===== config.mk =====
export PLATFORM = sky130hd
export DESIGN_NAME = control_sequencer
export DESIGN_NICKNAME = d
export VERILOG_FILES = /design/src/rtl/control_sequencer.sv
export SDC_FILE = /design/constraint.sdc
export NUM_CORES = 1
export LEC_CHECK = 0
export CAP_MARGIN = 15
export CORE_MARGIN = 5
export CORE_UTILIZATION = 40
export DETAILED_ROUTE_END_ITERATION = 6
export PLACE_DENSITY = 0.66
export SYNTH_ARGS = -nofsm -noshare
export SYNTH_HDL_FRONTEND = slang
export SYNTH_SLANG_ARGS = --single-unit
export TNS_END_PERCENT = 5

===== constraint.sdc =====
create_clock -name clk -period 2.52 [get_ports clk]
set_input_delay 0.378 -clock clk [delete_from_list [all_inputs] [get_ports clk]]
set_output_delay 0.378 -clock clk [all_outputs]
set_load 0.005 [all_outputs]

===== src/rtl/control_sequencer.sv =====
// LC-3b decode-stage control: single-cycle control_rom plus a sequencer that
// walks LDI/STI pointer chains and TRAP vector fetches while stalling fetch.

package lc3b_types;

    typedef enum logic [3:0] {
        op_br   = 4'b0000,
        op_add  = 4'b0001,
        op_ldb  = 4'b0010,
        op_stb  = 4'b0011,
        op_jsr  = 4'b0100,
        op_and  = 4'b0101,
        op_ldr  = 4'b0110,
        op_str  = 4'b0111,
        op_rti  = 4'b1000,
        op_not  = 4'b1001,
        op_ldi  = 4'b1010,
        op_sti  = 4'b1011,
        op_jmp  = 4'b1100,
        op_shf  = 4'b1101,
        op_lea  = 4'b1110,
        op_trap = 4'b1111
    } lc3b_opcode;

    typedef enum logic [2:0] {
        alu_add  = 3'd0,
        alu_and  = 3'd1,
        alu_not  = 3'd2,
        alu_pass = 3'd3,
        alu_sll  = 3'd4,
        alu_srl  = 3'd5,
        alu_sra  = 3'd6
    } lc3b_aluop;

    typedef struct packed {
        lc3b_aluop  aluop;
        logic       load_regfile;
        logic       load_cc;
        logic       load_pc;
        logic       read_memory;
        logic       write_memory;
        logic [1:0] memory_wmask;
        logic [1:0] pc_mux_sel;
        logic [1:0] address_mux_sel;
        logic [1:0] wb_mux_sel;
        logic       dest_mux_sel;
        logic       sr2_mux_sel;
        logic       alua_mux_sel;
    } lc3b_control;

    // alu_add encodes as zero, so the all-zero word is the rom default / NOP.
    localparam lc3b_control CTRL_NOP = lc3b_control'('0);

endpackage

module control_rom
    import lc3b_types::*;
(
    input  lc3b_opcode  opcode,
    input  logic        ir4,
    input  logic        ir5,
    input  logic        ir11,
    output lc3b_control ctrl
);

    always_comb begin
        ctrl = CTRL_NOP;
        case (opcode)
            op_add, op_and: begin
                ctrl.aluop        = (opcode == op_add) ? alu_add : alu_and;
                ctrl.load_regfile = 1'b1;
                ctrl.load_cc      = 1'b1;
                ctrl.sr2_mux_sel  = ir5;
            end
            op_not: begin
                ctrl.aluop        = alu_not;
                ctrl.load_regfile = 1'b1;
                ctrl.load_cc      = 1'b1;
            end
            op_shf: begin
                ctrl.aluop        = !ir4 ? alu_sll : (ir5 ? alu_sra : alu_srl);
                ctrl.load_regfile = 1'b1;
                ctrl.load_cc      = 1'b1;
            end
            op_lea: begin
                ctrl.load_regfile = 1'b1;
                ctrl.load_cc      = 1'b1;
                ctrl.wb_mux_sel   = 2'd3;
            end
            op_ldr, op_ldb: begin
                ctrl.read_memory     = 1'b1;
                ctrl.load_regfile    = 1'b1;
                ctrl.load_cc         = 1'b1;
                ctrl.wb_mux_sel      = 2'd1;
                ctrl.address_mux_sel = 2'b11;
            end
            op_str, op_stb: begin
                ctrl.write_memory    = 1'b1;
                ctrl.memory_wmask    = (opcode == op_str) ? 2'b11 : 2'b01;
                ctrl.address_mux_sel = 2'b11;
                ctrl.alua_mux_sel    = 1'b1;
            end
            op_jmp: begin
                ctrl.load_pc    = 1'b1;
                ctrl.pc_mux_sel = 2'd1;
            end
            op_jsr: begin
                ctrl.load_pc      = 1'b1;
                ctrl.pc_mux_sel   = ir11 ? 2'd3 : 2'd1;
                ctrl.load_regfile = 1'b1;
                ctrl.dest_mux_sel = 1'b1;
                ctrl.wb_mux_sel   = 2'd2;
            end
            op_br: begin
                ctrl.pc_mux_sel = 2'd3;
            end
            default: ;
        endcase
    end

endmodule

module control_sequencer
    import lc3b_types::*;
#(
    parameter int IND_DEPTH      = 1,
    parameter int TIMEOUT_CYCLES = 64
) (
    input  logic        clk,
    input  logic        reset_n,
    input  logic        instr_valid,
    input  logic        hold_in,
    input  lc3b_opcode  opcode,
    input  logic        ir4,
    input  logic        ir5,
    input  logic        ir11,
    input  logic        mem_resp,
    output lc3b_control ctrl_out,
    output logic        ctrl_valid,
    output logic        stall_fetch,
    output logic [2:0]  phase,
    output logic        timeout_err,
    output logic        illegal_op
);

    localparam int WD_W = (TIMEOUT_CYCLES > 1) ? $clog2(TIMEOUT_CYCLES) : 1;

    typedef enum logic [2:0] {
        S_IDLE,
        S_PTR,
        S_DATA,
        S_TVEC,
        S_TJUMP
    } state_t;

    state_t            state_q, state_d, cur_state;
    logic [2:0]        phase_q, phase_d;
    logic [WD_W-1:0]   wd_q, wd_d;
    logic              timeout_err_q, timeout_err_d;
    logic              is_sti_q, is_sti_d;
    logic              accept;
    logic              mem_phase;
    lc3b_control       rom_ctrl;

    control_rom u_rom (
        .opcode (opcode),
        .ir4    (ir4),
        .ir5    (ir5),
        .ir11   (ir11),
        .ctrl   (rom_ctrl)
    );

    always_ff @(posedge clk or negedge reset_n) begin
        if (!reset_n) begin
            state_q       <= S_IDLE;
            phase_q       <= 3'd0;
            wd_q          <= '0;
            timeout_err_q <= 1'b0;
            is_sti_q      <= 1'b0;
        end else begin
            state_q       <= state_d;
            phase_q       <= phase_d;
            wd_q          <= wd_d;
            timeout_err_q <= timeout_err_d;
            is_sti_q      <= is_sti_d;
        end
    end

    // The accept cycle of a multi-phase opcode is already its first memory
    // phase, so it is folded into cur_state and shares that phase's logic.
    always_comb begin
        state_d       = state_q;
        phase_d       = phase_q;
        wd_d          = wd_q;
        timeout_err_d = timeout_err_q;
        is_sti_d      = is_sti_q;
        ctrl_out      = CTRL_NOP;
        ctrl_valid    = 1'b0;
        stall_fetch   = 1'b0;
        illegal_op    = 1'b0;
        mem_phase     = 1'b0;
        cur_state     = state_q;

        // Gating with reset_n keeps every output at its reset value while
        // reset is held, even if fetch keeps presenting an instruction.
        accept = instr_valid & ~hold_in & reset_n;

        if (state_q == S_IDLE && accept) begin
            case (opcode)
                op_ldi, op_sti: begin
                    cur_state = S_PTR;
                    is_sti_d  = (opcode == op_sti);
                end
                op_trap: cur_state = S_TVEC;
                op_rti:  illegal_op = 1'b1;
                default: begin
                    ctrl_out   = rom_ctrl;
                    ctrl_valid = 1'b1;
                end
            endcase
        end
        state_d = cur_state;

        case (cur_state)
            S_PTR: begin
                ctrl_valid               = 1'b1;
                stall_fetch              = 1'b1;
                mem_phase                = 1'b1;
                ctrl_out.read_memory     = 1'b1;
                ctrl_out.address_mux_sel = (phase_q == 3'd0) ? 2'b01 : 2'b10;
                if (mem_resp) begin
                    phase_d = phase_q + 3'd1;
                    wd_d    = '0;
                    if (phase_q == 3'(IND_DEPTH - 1))
                        state_d = S_DATA;
                end
            end
            S_DATA: begin
                ctrl_valid               = 1'b1;
                stall_fetch              = 1'b1;
                mem_phase                = 1'b1;
                ctrl_out.address_mux_sel = 2'b10;
                if (is_sti_q) begin
                    ctrl_out.write_memory = 1'b1;
                    ctrl_out.sr2_mux_sel  = 1'b1;
                    ctrl_out.alua_mux_sel = 1'b1;
                    ctrl_out.memory_wmask = 2'b11;
                end else begin
                    ctrl_out.read_memory  = 1'b1;
                    ctrl_out.wb_mux_sel   = 2'd1;
                    ctrl_out.load_regfile = mem_resp;
                    ctrl_out.load_cc      = mem_resp;
                end
                if (mem_resp) begin
                    state_d = S_IDLE;
                    phase_d = 3'd0;
                    wd_d    = '0;
                end
            end
            S_TVEC: begin
                ctrl_valid               = 1'b1;
                stall_fetch              = 1'b1;
                mem_phase                = 1'b1;
                ctrl_out.read_memory     = 1'b1;
                ctrl_out.address_mux_sel = 2'b00;
                if (mem_resp) begin
                    state_d = S_TJUMP;
                    phase_d = 3'd1;
                    wd_d    = '0;
                end
            end
            S_TJUMP: begin
                ctrl_valid            = 1'b1;
                stall_fetch           = 1'b1;
                ctrl_out.load_pc      = 1'b1;
                ctrl_out.pc_mux_sel   = 2'd2;
                ctrl_out.load_regfile = 1'b1;
                ctrl_out.dest_mux_sel = 1'b1;
                ctrl_out.wb_mux_sel   = 2'd2;
                state_d               = S_IDLE;
                phase_d               = 3'd0;
            end
            default: ;
        endcase

        // A response in the would-be timeout cycle completes the phase above
        // and never reaches this branch, so the response wins.
        if (TIMEOUT_CYCLES != 0 && mem_phase && !mem_resp) begin
            if (wd_q == WD_W'(TIMEOUT_CYCLES - 1)) begin
                timeout_err_d = 1'b1;
                state_d       = S_IDLE;
                phase_d       = 3'd0;
                wd_d          = '0;
            end else begin
                wd_d = wd_q + 1'b1;
            end
        end
    end

    assign phase       = phase_q;
    assign timeout_err = timeout_err_q;

endmodule


Word-level counts from Yosys, hierarchy flattened --
Cells that the tools add are included.
Operators by class: $add $sub $neg 2, eq/ne operators 20, muxes and demuxes 61, bitwise gates (word level) 3, reductions and logical operators 23
Operators with widths (number):
- two-way mux 3 bit | 16
- two-way mux 19 bit | 2
- == test 4 bit, second input constant | 8
- two-way mux 6 bit | 4
- case mux 3 bit (4 select lines) | 2
- two-way mux 2 bit | 10
- two-way mux 1 bit | 19
- case mux 2 bit (3 select lines) | 3
- == test 4 x 3 -> 1 bit, second input constant | 4
- OR reduction 2 bit | 6
- OR reduction 4 bit | 3
- case mux 3 bit (3 select lines) | 1
- == test 4 x 2 -> 1 bit, second input constant | 2
- OR reduction 8 bit | 1
- OR reduction 7 bit | 1
- adder 6 x 1 -> 6 bit, second input constant | 1
- == test 3 x 2 -> 1 bit, second input constant | 2
- == test 6 bit, second input constant | 1
- logical NOT 3 bit | 2
- case mux 3 bit (2 select lines) | 1
- AND reduction 2 bit | 3
- == test 4 x 1 -> 1 bit, second input constant | 1
- logical NOT 4 bit | 1
- case mux 1 bit (2 select lines) | 2
- other kinds (10) | 13
Word-level totals: bits in registers 14, word-level logic and storage cells 114

Logic depth before layout (Yosys ltp) --
Gate-level depths: netlist of run 1.
depth after elaboration 11, depth in mapped cells 7, mapped depth without buffers 6

By module --
A second synthesis of run 1 with hierarchy kept.
Unflattened totals: cells, all modules 181, area, all modules 1527.7 um^2
Modules (own cells, without submodules):
- control_sequencer | instances 1, cells each 149, area an instance 1277.5 um^2
- control_rom | instances 1, cells each 32, area an instance 250.2 um^2

Worst setup path after synthesis of run 1 --
No wires, ideal clock.
path type input-to-output, start point input port opcode[1], end point output port ctrl_out[12] in the netlist's numbering, arrival time 1.355 ns, slack 0.787 ns, stages on the path 5, buffers on the path 1, path through buf_4 -> and3b_2 -> a31oi_1 -> o21ai_1 -> or3_1
RTL lines:
- start, declared | line 133 | input lc3b_opcode opcode,
- end, declared | line 138 | output lc3b_control ctrl_out,

==> results of run 1 <==
cell usage in the layout, fill, tap and decap left out, drive strengths merged, types with 3 or more instances in the layout:
cell / Yosys / final
a21oi: 3 / 3
a31o: 4 / 4
a31oi: 7 / 7
a32o: 3 / 3
and3: 6 / 6
buf: 10 / 33
clkbuf: 2 / 4
clkdlybuf4s50: 0 / 25
dfrtp: 14 / 14
dlymetal6s2s: 0 / 10
ha: 5 / 5
inv: 6 / 6
nand2: 22 / 22
nand2b: 5 / 5
nand3: 7 / 7
nand4: 3 / 3
nor2: 18 / 18
nor2b: 5 / 5
o21ai: 15 / 15
or3: 3 / 3
sequential cells by signal, indices dropped and copies added (netlist names):
signal	flops
is_sti_q	1
phase	3
state_q	3
timeout_err	1
wd_q	6
cell usage after synthesis (3+ instances only):
cell type and n:
buf_2 5, nand2_1 22, and3_1 6, buf_4 4, nand2b_1 5, a21oi_1 3
a32o_1 3, a31o_2 3, ha_1 5, inv_1 6, nor2b_1 5, nand4_1 3
o21ai_0 13, a31oi_1 6, nor2_1 16, nand3_1 7, dfrtp_1 14
path summary, 6_finish.rpt:
kind / to / slack [ns] / cells past startpoint
min in group clk: timeout_err / 0.47 / 1
worst min-delay path: wd_q[1] / 0.18 / 2
worst max-delay path: ctrl_out[3] / 0.03 / 5
worst max register to register: wd_q[3] / 0.72 / 5
worst min register to register: timeout_err / 0.47 / 1
max in group asynchronous: state_q[1] / 2.16 / 2
power by group through the flow:
stage	clock network, mW	logic (mW)	registers [mW]
2_1_floorplan	0	0.271	0.320
3_3_place_gp	0	0.453	0.335
3_5_place_dp	0	0.467	0.339
4_1_cts	0.168	0.473	0.334
5_1_grt	0.177	0.548	0.345
6_report	0.162	0.487	0.338
routing by layer:
| metal | global-route usage | part of all wire |
|---|---|---|
| met3 | 0.0162 | 0.069 |
| met2 | 0.338 | 0.50 |
| met4 | 0.0584 | 0.0093 |
| met1 | 0.257 | 0.42 |
| met5 | 0 | 0 |
cell type report:
| cell class | instances | share of cell area |
|---|---|---|
| Multi-Input combinational cell | 143 | 0.471 |
| Inverter | 6 | 0.0107 |
| Sequential cell | 14 | 0.168 |
| Tap cell | 46 | 0.0273 |
| Clock buffer | 4 | 0.0172 |
| Timing Repair Buffer | 70 | 0.306 |
cell families after synthesis:
group / synth area share
fa+ha+maj: 0.0450
flops: 0.252
compound gates: 0.280
simple gates: 0.346
mux: 0.00810
buf+inv: 0.0693
stage by stage:
| step | instances | setup TNS [ns] |
|---|---|---|
| 2_1_floorplan | 175 | 0 |
| 5_1_grt | 283 | -0.253 |
| 3_5_place_dp | 273 | -0.664 |
| 4_1_cts | 277 | -0.159 |
| 3_3_place_gp | 273 | -0.303 |
| 6_report | 283 | 0 |
what timing repair did:
action	in CTS	in global routing
setup endpoints to repair	15	20
resized for setup	6	21
pin swaps	0	4
buffers inserted	0	6
hold buffers	0	0
==> flow_summary.toml, run 1 <==
[outcome]
status = "finished clean"

[synth]
synth_seq_cells = 14
syn_nets = 192
yosys_warnings = 0
synthesis.area_mm2 = 0.00139
synth_edf_count = 0
async_flop_share = 1.00
ys_seq_area_frac = 0.252
syn_inst = 175
syn_avg_cell_area_um2 = 7.94
synthTopCellsByArea = "dfrtp_1, nand2_1, o21ai_0"
synth_top_area_cell = "dfrtp_1"
synth_top_area_frac = 0.252
synthFlopType = "dfrtp_1"
synth_cell_type_count = 54

[die]
num_rows = 21
die_y_um = 69.0
core_mm2 = 0.00336
ios = 38
start_util = 0.413
die_area_mm2 = 0.00475
die_x_um = 69.0

[routing]
finalWirelength_um = 4410
num_vias = 1581
drt-wirelength-per-cell_um = 15.6
viasPerCell = 5.59
drc = 0
drt_first_iter_violations = 226
first_pass_iters = 4
ant_nets = 0

[place]
placed_cell_area_mm2 = 0.00195
place_hpwl_um = 3390
place.gp.congestion = 0.846
dp_slack_ns = -0.177
io_buffers = 37

[global_routing]
grtUsageTotal = 0.195
grt_pass1_wl_um = 7050
antenna_found_initial = 0
overflow = 0
grt_pass1_vias = 1469
grt_max_degree = 12

[critical_path]
worst_ep_required_time_ns = 2.14
worst-path-buf-inv = 2
cp_max_fo = 9
crit_family = "buffers and inverters"
r2r_start = "wd_q[0]"
end_kind = "primary output"
critPathMaxStageDelay_ns = 0.55
cp-start-kind = "flip-flop"
critPathSlowestCell = "clkdlybuf4s50_1"
path_cells = "buf_4, nor3_4, nand2_2, o32ai_1, clkdlybuf4s50_1"
cp.arrival_ns = 2.12
path_class = "flip-flop to primary output"
startpoint = "state_q[2]"

[timing]
rsz0062_at_grt = "true"
final.setup.worst_slack_ns = 0.0265
setup_viol = 0
clock_skew_ns = 0.00198
hold_violations = 0
max_freq_mhz = 401
whs_ns = 0.180
fin_crit_ns = 2.49
worstMarginPinSlew_ns = 0.613
slew_headroom = 0.590
period_share = 0.989
slew_violations = 0

[pwr]
p_int_mw = 0.607
powerDensity_mw_per_mm2 = 468
p_switching_mw = 0.379
power.total_mw = 0.986
sw_frac_of_total = 0.385
ir_worst_vdd_v = 0.000319
leakagePower_nw = 1.09
p_seq_frac = 0.343
clockPowerShare = 0.164
combPwrFrac = 0.494

[cts]
h-tree-depth = 1
clock_latency_ns = 0.28
cts_buffers = 3
clk_pin_slew_ns = 0.09
cts_root_buf = "clkbuf_4"
clock-sinks = 14
cts_buffer_depth = 2
cts_tree = "built"

[finish]
utilization = 0.626
fin_area_mm2 = 0.00211
syn_to_final_growth_pct = 51.5
multiInputGateArea_um2 = 991
nNetsFinal = 255
regArea_um2 = 354
drive_above_1_share = 0.266
insertedDiodeCount = 0
n_fill_cell = 307

[job]
maxCapViolations = 0

[hold_path]
hold_path_class = "input port to asynchronous set/reset pin"
Power figures use the tool's default switching activity.
==> inputs of run 2 (changes only) <==
Settings changed: TNS_END_PERCENT 5 to 50.
==> run 2 against run 1 <==
  * Sequential share of layout area barely moved
  * Flip-flop and latch count did not move
  * First-iteration DRC count fell by 22%
  * Non-clock buffer count fell by 1
  * Critical path type is now input port to primary output
  * Largest cell class unchanged
==> flow_summary.toml, run 2 (synthesis gave the netlist of run 1 again) <==
[outcome]
status = "finished clean"

[routing]
viasPerCell = 5.53
drt_first_iter_violations = 176
first_pass_iters = 4
ant_nets = 0
finalWirelength_um = 4350
drc = 0
num_vias = 1560
drt-wirelength-per-cell_um = 15.4

[critical_path]
startpoint = "instr_valid"
cp-start-kind = "input port"
path_class = "input port to primary output"
end_kind = "primary output"
worst_ep_required_time_ns = 2.14
cp_max_fo = 5
cp.arrival_ns = 2.11
r2r_start = "wd_q[0]"

[finish]
top_register = "wd_q"
drive_above_1_share = 0.267
layout_common_cells = "buf_4, clkdlybuf4s50_1, nand2_1, nor2_1, o21ai_0"
largest_reg_flops = 6
layout_commonest_cell = "buf_4"
insertedDiodeCount = 0
syn_to_final_growth_pct = 51.3
nNetsFinal = 254
utilization = 0.625
fin_cells = 282

[die]
core_mm2 = 0.00336
die_x_um = 69.0
start_util = 0.413
ios = 38
die_area_mm2 = 0.00475
num_rows = 21
die_y_um = 69.0

[timing]
hold_violations = 0
slew_headroom = 0.590
period_share = 0.986
setup_tns_ns = 0
fin_crit_ns = 2.48
max_freq_mhz = 402
setup_viol = 0
whs_ns = 0.186
clock_skew_ns = 0.00203
worstMarginPinSlew_ns = 0.613
final.setup.worst_slack_ns = 0.0353
rsz0062_at_grt = "true"
slew_violations = 0

[pwr]
powerDensity_mw_per_mm2 = 467
leakagePower_nw = 1.06
ir_worst_vdd_v = 0.000323

[place]
dp_slack_ns = -0.177
place.gp.congestion = 0.846
placed_cells = 273
io_buffers = 37
place_hpwl_um = 3390

[cts]
cts_buffer_depth = 2
cts_root_buf = "clkbuf_4"
clock-sinks = 14
cts_tree = "built"
clock_latency_ns = 0.28
cts_buffers = 3
h-tree-depth = 1
clk_pin_slew_ns = 0.09

[global_routing]
grt_pass1_vias = 1487
antenna_found_initial = 0
overflow = 0
grt_max_degree = 12
grtUsageTotal = 0.197
grt_pass1_wl_um = 7090

[job]
maxCapViolations = 0

[hold_path]
hold_path_class = "input port to asynchronous set/reset pin"
==> run 2: final cells by class <==
| cell class | instances | area (um2) |
|---|---|---|
| flip-flops and latches | 14 | 354 |
| multi-input cells | 143 | 997 |
| well taps | 46 | 57.6 |
| fillers | 312 | 1260 |
| inverters | 6 | 22.5 |
| repair buffers | 69 | 636 |
| clock buffers | 4 | 36.3 |
==> run 2: final timing paths <==
kind	endpoint	slack [ns]	cells past startpoint
hold reg to reg	timeout_err	0.47	1
hold / removal	wd_q[1]	0.19	2
setup reg to reg	wd_q[3]	0.72	5
min in group clk	timeout_err	0.47	1
max in group asynchronous	state_q[1]	2.12	2
setup / recovery	ctrl_out[5]	0.04	7
==> run 2: per-layer routing <==
| layer | wire (um) | vias up | track usage | share of wire |
|---|---|---|---|---|
| met2 | 2200 | 41 | 0.349 | 0.51 |
| met3 | 223 | 4 | 0.0146 | 0.051 |
| met4 | 33 | 0 | 0.0535 | 0.0076 |
| met5 | 0 | - | 0 | 0 |
| met1 | 1890 | 740 | 0.255 | 0.43 |
| li1 | - | 775 | - | - |
==> run 2: worst max-delay path: stages <==
cell and delay, ns:
clkdlybuf4s50_1 0.48, and3b_2 0.28, buf_4 0.16, nand3_1 0.08, buf_4 0.15, o21ai_0 0.06
clkdlybuf4s50_1 0.52
==> run 2: power by group <==
group	internal, mW	total (mW)	leakage [nW]	switching [mW]
registers	0.274	0.336	0.181	0.0617
logic	0.243	0.485	0.857	0.241
clock network	0.0879	0.161	0.0210	0.0733
==> run 2: what timing repair did <==
action	4_1_cts	5_1_grt
resized for setup	10	19
hold buffers	0	0
pin swaps	2	4
setup endpoints to repair	15	18
endpoints found under the hold margin	0	0
buffers inserted	4	1
==> run 2: per-stage QoR <==
stage                     instance area, um2  power (mW)
after floorplan                         1390       0.591
after CTS                               2030       0.979
after global routing                    2100        1.07
after global placement                  1950       0.788
final                                   2100       0.981
after detailed placement                1950       0.806
==> inputs of run 3 (changes only) <==
Settings changed: CORE_MARGIN 5 to unset, CTS_CLUSTER_SIZE set to 25, PLACE_DENSITY 0.66 to unset, PLACE_DENSITY_LB_ADDON set to 0.08.
==> run 3 against run 2 <==
  * Cell area fell by 1.2%
  * Power rose by 0.85%
  * Critical path type is now flip-flop to primary output
  * Critical path depth fell by 2
  * Largest cell class unchanged
  * Via count rose by 1.3%
  * Non-clock buffer count fell by 2
  * Combinational power barely moved
  * Count of clock-buffer cells in the layout did not move
==> flow_summary.toml, run 3 (synthesis gave the netlist of run 1 again) <==
[routing]
finalWirelength_um = 4390
drt_first_iter_violations = 81
drc = 0
first_pass_iters = 4
drt-wirelength-per-cell_um = 15.7
num_vias = 1580
viasPerCell = 5.64
ant_nets = 0

[finish]
syn_to_final_growth_pct = 49.4
nNetsFinal = 252
drive_above_1_share = 0.256
n_fill_cell = 314
fin_area_mm2 = 0.00208
fin_cells = 280
top_register = "wd_q"
largest_reg_flops = 6
layout_common_cells = "buf_4, clkdlybuf4s50_1, nand2_1, nor2_1, o21ai_0"
layout_commonest_cell = "buf_4"
insertedDiodeCount = 0

[die]
core_mm2 = 0.00334
num_rows = 21
die_x_um = 61.0
die_y_um = 61.0
ios = 38
die_area_mm2 = 0.00371
start_util = 0.417

[global_routing]
antenna_found_initial = 0
grt_pass1_wl_um = 6710
overflow = 0
grtUsageTotal = 0.245
grt_max_degree = 12
grt_pass1_vias = 1447

[cts]
cts_buffers = 3
cts_root_buf = "clkbuf_4"
clk_pin_slew_ns = 0.08
clock-sinks = 14
cts_buffer_depth = 2
clock_latency_ns = 0.28
h-tree-depth = 1
holdBufCountCts = 0
cts_tree = "built"

[timing]
hold_violations = 0
max_freq_mhz = 397
slew_violations = 0
fin_crit_ns = 2.52
period_share = 0.999
setup_viol = 0
worstMarginPinSlew_ns = 0.585
clock_skew_ns = 0.00368
slew_headroom = 0.608
rsz0062_at_grt = "true"

[job]
maxCapViolations = 0

[critical_path]
cp.arrival_ns = 2.14
cp_max_fo = 10
end_kind = "primary output"
worst_ep_required_time_ns = 2.14
path_class = "flip-flop to primary output"
r2r_start = "state_q[0]"
reg2reg_depth = 6
rrSetupSlack_ns = 0.57
r2r-end = "phase[1]"
cp-start-kind = "flip-flop"

[pwr]
power.total_mw = 0.990
leakagePower_nw = 1.09
ir_worst_vdd_v = 0.000308
powerDensity_mw_per_mm2 = 476

[place]
place_hpwl_um = 3350
io_buffers = 37
place.gp.congestion = 0.880
placed_cells = 271
placed_cell_area_mm2 = 0.00193

[hold_path]
hold_path_class = "input port to asynchronous set/reset pin"

[outcome]
status = "finished clean"
-- run 3: stage by stage --
| step | hold slack [ns] | utilization | worst slack (ns) | TNS [ns] |
|---|---|---|---|---|
| global placement | 0.448 | 0.579 | -0.0929 | -0.386 |
| CTS | 0.227 | 0.600 | -0.0280 | -0.0280 |
| floorplan | 0.0824 | - | 0.787 | 0 |
| global route | 0.218 | 0.622 | -0.0757 | -0.152 |
| detailed placement | 0.458 | 0.579 | -0.0726 | -0.387 |
| finish | 0.228 | 0.622 | 0.00202 | 0 |
-- run 3: cell type report --
class                   instances  area [um2]  share of cell area
repair buffers                 67         618               0.298
flip-flops and latches         14         354               0.170
clock buffers                   4        36.3              0.0175
well taps                      46        57.6              0.0277
inverters                       6        22.5              0.0108
multi-input cells             143         988               0.476
-- run 3: worst max-delay path, cell delays in order, from the launching register on --
cell and delay (ns):
dfrtp_2 0.50, or3_4 0.39, buf_4 0.16, a31oi_2 0.22
o32ai_2 0.12, clkdlybuf4s50_1 0.46
-- run 3: timing repair --
action,in CTS,in global routing
resized for setup,11,17
endpoints found under the hold margin,0,0
buffers inserted,2,3
endpoints found under the setup margin,15,19
gates cloned,0,0
pin swaps,2,4
-- run 3: routing by layer --
layer / share of wire / wire (um) / vias to the layer above / track usage
li1: - / - / 767 / -
met5: 0 / 0 / - / 0
met3: 0.039 / 170 / 13 / 0.0192
met2: 0.50 / 2220 / 53 / 0.429
met1: 0.43 / 1880 / 747 / 0.312
met4: 0.029 / 127 / 0 / 0.0974
-- run 3: power by group --
group / internal [mW] / switching [mW]
sequential: 0.274 / 0.0682
combinational: 0.243 / 0.244
clock: 0.0879 / 0.0727
total: 0.605 / 0.385
-- run 3: worst max-delay path by stage --
stage                     from      endpoint  slack, ns  depth (start not counted)
finish              state_q[1]    ctrl_valid      0.002                          5
global route        state_q[1]    ctrl_valid      -0.08                          5
floorplan            opcode[1]  ctrl_out[12]       0.79                          5
detailed placement     reset_n   ctrl_out[2]      -0.07                          7
CTS                 state_q[0]   ctrl_out[2]      -0.03                          5
global placement     opcode[1]  ctrl_out[12]      -0.09                          6
